File: config.mk
export PLATFORM = sky130hd
export DESIGN_NAME = shifter
export DESIGN_NICKNAME = d
export VERILOG_FILES = /design/src/rtl/shifter.sv
export SDC_FILE = /design/constraint.sdc
export NUM_CORES = 1
export LEC_CHECK = 0
export CAP_MARGIN = 40
export CORE_MARGIN = 2
export CORE_UTILIZATION = 49
export DETAILED_ROUTE_END_ITERATION = 8
export GPL_TIMING_DRIVEN = 0
export PLACE_DENSITY = 0.74
export SETUP_SLACK_MARGIN = 0.5
export SLEW_MARGIN = 0
export SYNTH_ARGS = -nofsm -noshare
export SYNTH_HDL_FRONTEND = slang
export SYNTH_SLANG_ARGS = --single-unit
File: constraint.sdc
create_clock -name clk -period 0.8 [get_ports clk]
set_input_delay 0.08 -clock clk [delete_from_list [all_inputs] [get_ports clk]]
set_output_delay 0.08 -clock clk [all_outputs]
set_load 0.02 [all_outputs]
File: src/rtl/shifter.sv
// 32-bit registered barrel shifter (SRL/SRA/SLL/ROR) with a one-cycle result register.
// The combinational core is a 5-stage right log-shifter; left shifts reuse it by bit reversal.
module shifter #(
   parameter int WIDTH   = 32,
   parameter int SHAMT_W = 5
) (
   input  logic               clk,
   input  logic               rst_n,
   input  logic [WIDTH-1:0]   in,
   input  logic [1:0]         shiftop,
   input  logic [SHAMT_W-1:0] shiftamt,
   input  logic               valid_in,
   output logic [WIDTH-1:0]   result,
   output logic               valid_out
);

   typedef enum logic [1:0] {
      OP_SRL = 2'b00,
      OP_SRA = 2'b01,
      OP_SLL = 2'b10,
      OP_ROR = 2'b11
   } shift_op_e;

   function automatic logic [WIDTH-1:0] bit_reverse(input logic [WIDTH-1:0] x);
      logic [WIDTH-1:0] r;
      r = '0;
      for (int i = 0; i < WIDTH; i++) r[i] = x[WIDTH-1-i];
      return r;
   endfunction

   shift_op_e        op;
   logic             is_left;
   logic             is_ror;
   logic             fill;
   logic [WIDTH-1:0] stage [0:SHAMT_W];
   logic [WIDTH-1:0] shifted;
   logic [WIDTH-1:0] result_d, result_q;
   logic             valid_d, valid_q;

   assign op      = shift_op_e'(shiftop);
   assign is_left = (op == OP_SLL);
   assign is_ror  = (op == OP_ROR);
   // Only SRA fills with the sign bit; ROR wraps instead of filling.
   assign fill    = (op == OP_SRA) ? in[WIDTH-1] : 1'b0;

   assign stage[0] = is_left ? bit_reverse(in) : in;

   for (genvar k = 0; k < SHAMT_W; k++) begin : g_stage
      localparam int S = 1 << k;
      always_comb begin
         // NOTE: every path assigns stage[k+1]; a missing default here would infer a latch.
         stage[k+1] = stage[k];
         if (shiftamt[k]) begin
            if (is_ror) stage[k+1] = {stage[k][S-1:0], stage[k][WIDTH-1:S]};
            else        stage[k+1] = {{S{fill}}, stage[k][WIDTH-1:S]};
         end
      end
   end

   assign shifted  = is_left ? bit_reverse(stage[SHAMT_W]) : stage[SHAMT_W];
   assign result_d = valid_in ? shifted : result_q;
   assign valid_d  = valid_in;

   always_ff @(posedge clk or negedge rst_n) begin
      // NOTE: state registers use non-blocking assignment so every flop samples pre-edge values.
      if (!rst_n) begin
         result_q <= '0;
         valid_q  <= 1'b0;
      end else begin
         result_q <= result_d;
         valid_q  <= valid_d;
      end
   end

   assign result    = result_q;
   assign valid_out = valid_q;

endmodule

==> results.sh <==
export IMPL_status="finished, violations left"
export IMPL_violations="hold timing, setup timing"
export IMPL_startpoint_type="input pin"
export IMPL_critPathMaxStageDelay_ps=580
export IMPL_drt_iter0_markers=798
export IMPL_die_h_um=97.2
export IMPL_path_cells="buf_6, buf_8, nor2b_4, buf_12, buf_12, buf_12, mux4_2, a22oi_1, nand2_2, mux2_1, o211ai_1, a21oi_1"
export IMPL_final_cells=720
export IMPL_cts_htree_levels=2
export IMPL_place_area_um2=5270
export IMPL_rrSetupSlack_ps=-170
export IMPL_vias=5631
export IMPL_clk_latency_ps=300
export IMPL_synth_cell_types=62
export IMPL_hold_violations=33
export IMPL_gp_congestion=1.14
export IMPL_synth_most_common_cell="nand2_1"
export IMPL_portBuffers=72
export IMPL_grt_max_degree=21
export IMPL_netlist_area_um2=4260
export IMPL_yosys_top_cells_area="mux4_2, dfrtp_1, a22oi_1"
export IMPL_antennaDiodeCount=0
export IMPL_grt_pass1_wl_um=31400
export IMPL_cts_path_max_buffers=2
export IMPL_cap_viol_max_count=0
export IMPL_synth_seq_cells=33
export IMPL_period_needed_ps=2340
export IMPL_p_leak_nw=2.49
export IMPL_synth_top_flop_cell="dfrtp_1"
export IMPL_ant_nets=0
export IMPL_stdcell_area_um2=6490
export IMPL_async_reset_ff_share_pct=100
export IMPL_antenna_found_initial=0
export IMPL_initial_core_util_pct=49.6
export IMPL_die_area_um2=9460
export IMPL_cts_clk_slew_worst_paths_ps=80
export IMPL_end_kind="flip-flop"
export IMPL_report_final_slew_viol_count=0
export IMPL_worst_pin_slew_ps=1080
export IMPL_die_x_um=97.2
export IMPL_dp_hpwl_um=14500
export IMPL_layout_worst_path_cycle_share_pct=293
export IMPL_track_usage_pct=42.3
export IMPL_grt_pass1_vias=5415
export IMPL_crit_required_ps=980
export IMPL_netlist_area_leader_share_pct=21.1
export IMPL_setup_tns_ps=-50460
export IMPL_firstDrtPassIters=6
export IMPL_worst_r2r_path_depth=2
export IMPL_synth_edf_count=0
export IMPL_setup_violations=65
export IMPL_layout_setup_ws_ps=-1540
export IMPL_drc=0
export IMPL_crit_arrival_ps=2520
export IMPL_p_per_area_nw_per_um2=1380
export IMPL_criticalPathCategory="in -> reg"
export IMPL_rows=34
export IMPL_core_um2=8590
export IMPL_synthCells=486
export IMPL_wl_um=20400
export IMPL_cts_tree="done"
export IMPL_syn_avg_cell_area_um2=8.77
export IMPL_ys_warn_count=0
export IMPL_cp_max_fo=5
export IMPL_io_pin_count=75
export IMPL_clock_skew_ps=0
export IMPL_syn_nets=528
export IMPL_grt_overflow_total=0
export IMPL_nNetsFinal=653
export IMPL_avgViaCountPerCell=7.82
export IMPL_rsz0062_at_grt="true"
export IMPL_synth_area_leader_cell="mux4_2"
export IMPL_ys_seq_area_share_pct=19.4
export IMPL_fmax_mhz=426
export IMPL_hold_path_class="in -> async"
export IMPL_crit_top_cell="buf_12"
export IMPL_cts_sinks=33
export IMPL_slowest_stage="mux4_2"
export IMPL_placed_cells=668
export IMPL_ir_worst_vdd_v=0.000581
export IMPL_drive_gt1_share_pct=47.7
export IMPL_max_slew_margin_pct=28.0
export IMPL_numCtsBuffers=5
export IMPL_worstReg2RegEnd="result[1]"
export IMPL_detail_route_wl_per_cell_um=28.3
export IMPL_synth_commonest_cells="nand2_1, mux4_2, nor2_1"
export IMPL_clockRootBuffer="clkbuf_8"
export IMPL_r2r_start="result[1]"
export IMPL_whs_ps=-322
export IMPL_syn2layout_area_growth_pct=52.4
-- worst max-delay path: cells and delay by family --
family,cells,cell delay (ps)
multiplexers,2,940
AO/OA/AOI/OAI,3,590
AND/OR/NAND/NOR,2,330
buffers and inverters,5,580
-- repair_timing --
| action | in CTS | in global routing |
|---|---|---|
| gates cloned | 2 | 0 |
| hold endpoints to repair | 13 | 13 |
| setup buffers | 33 | 9 |
| setup endpoints to repair | 99 | 85 |
| gates resized for setup | 318 | 56 |
| pin swaps | 36 | 37 |
-- layer usage --
layer,vias up,GRT usage [%],wire length [um]
met5,-,0,0
met4,0,21.4,1350
met3,145,10.7,2480
met2,612,69.4,9550
met1,2625,51.8,6990
li1,2249,-,-
-- worst max-delay path by stage --
stage / from / endpoint / slack [ps] / depth (start not counted)
2_1_floorplan: shiftop[0] / result[31] / -1410 / 9
3_3_place_gp: shiftop[1] / result[11] / -2780 / 11
3_5_place_dp: shiftop[1] / result[17] / -2490 / 10
4_1_cts: shiftop[0] / result[14] / -1520 / 12
5_1_grt: shiftop[0] / result[27] / -1600 / 12
6_report: shiftop[0] / result[0] / -1540 / 12
-- logic make-up (layout without fill, tap and decap cells) --
logic type / after synthesis / after routing / synth area share [%]
buffers and inverters: 58 / 184 / 6.37
DFF: 33 / 33 / 19.4
and+or+nand+nor: 148 / 148 / 15.9
muxes: 58 / 58 / 25.5
AOI/OAI and AO/OA: 189 / 189 / 32.9
-- report_power, final --
part           leakage (nW)  internal, mW  total [mW]  switching (mW)
registers             0.368          1.98        2.18           0.208
logic                  2.08          2.48        5.45            2.97
clock network        0.0439         0.601        1.31           0.705
total                  2.49          5.06        8.94            3.88
-- layout make-up --
class / count / area (um^2)
multi-input combinational: 395 / 3770
fill: 579 / 2100
timing repair buffer: 118 / 1250
sequential: 33 / 862
buffer: 45 / 333
tap: 108 / 135
clock buffer: 5 / 68.8
inverter: 13 / 48.8
clock inverter: 3 / 17.5
-- placed cells by master (no fill, tap or decap), types with 9 or more instances in the layout --
cell type / instances
buf_6: 49
nand2_1: 41
mux4_2: 40
buf_4: 30
nor2_1: 29
clkdlybuf4s50_1: 29
dfrtp_2: 29
a21oi_1: 20
a22oi_2: 19
clkbuf_1: 13
clkbuf_2: 12
o22ai_1: 12
mux2i_1: 11
a22oi_1: 11
inv_1: 10
nor3_1: 10
o21ai_1: 10
a211o_1: 9
nand3_1: 9
-- stage by stage --
| step | total power [mW] | utilization (%) | worst slack (ps) |
|---|---|---|---|
| 3_5_place_dp | 6.30 | 61.3 | -2490 |
| 5_1_grt | 9.20 | 75.5 | -1600 |
| 3_3_place_gp | 6.24 | 61.1 | -2780 |
| 6_report | 8.94 | 75.5 | -1540 |
| 2_1_floorplan | 4.65 | - | -1410 |
| 4_1_cts | 8.39 | 72.2 | -1520 |
-- flip-flops by register name, indices dropped and copies added, names as in the netlist --
| signal | flops |
|---|---|
| result | 32 |
| valid_out | 1 |
Note: power is estimated with default switching activity, not from simulation.
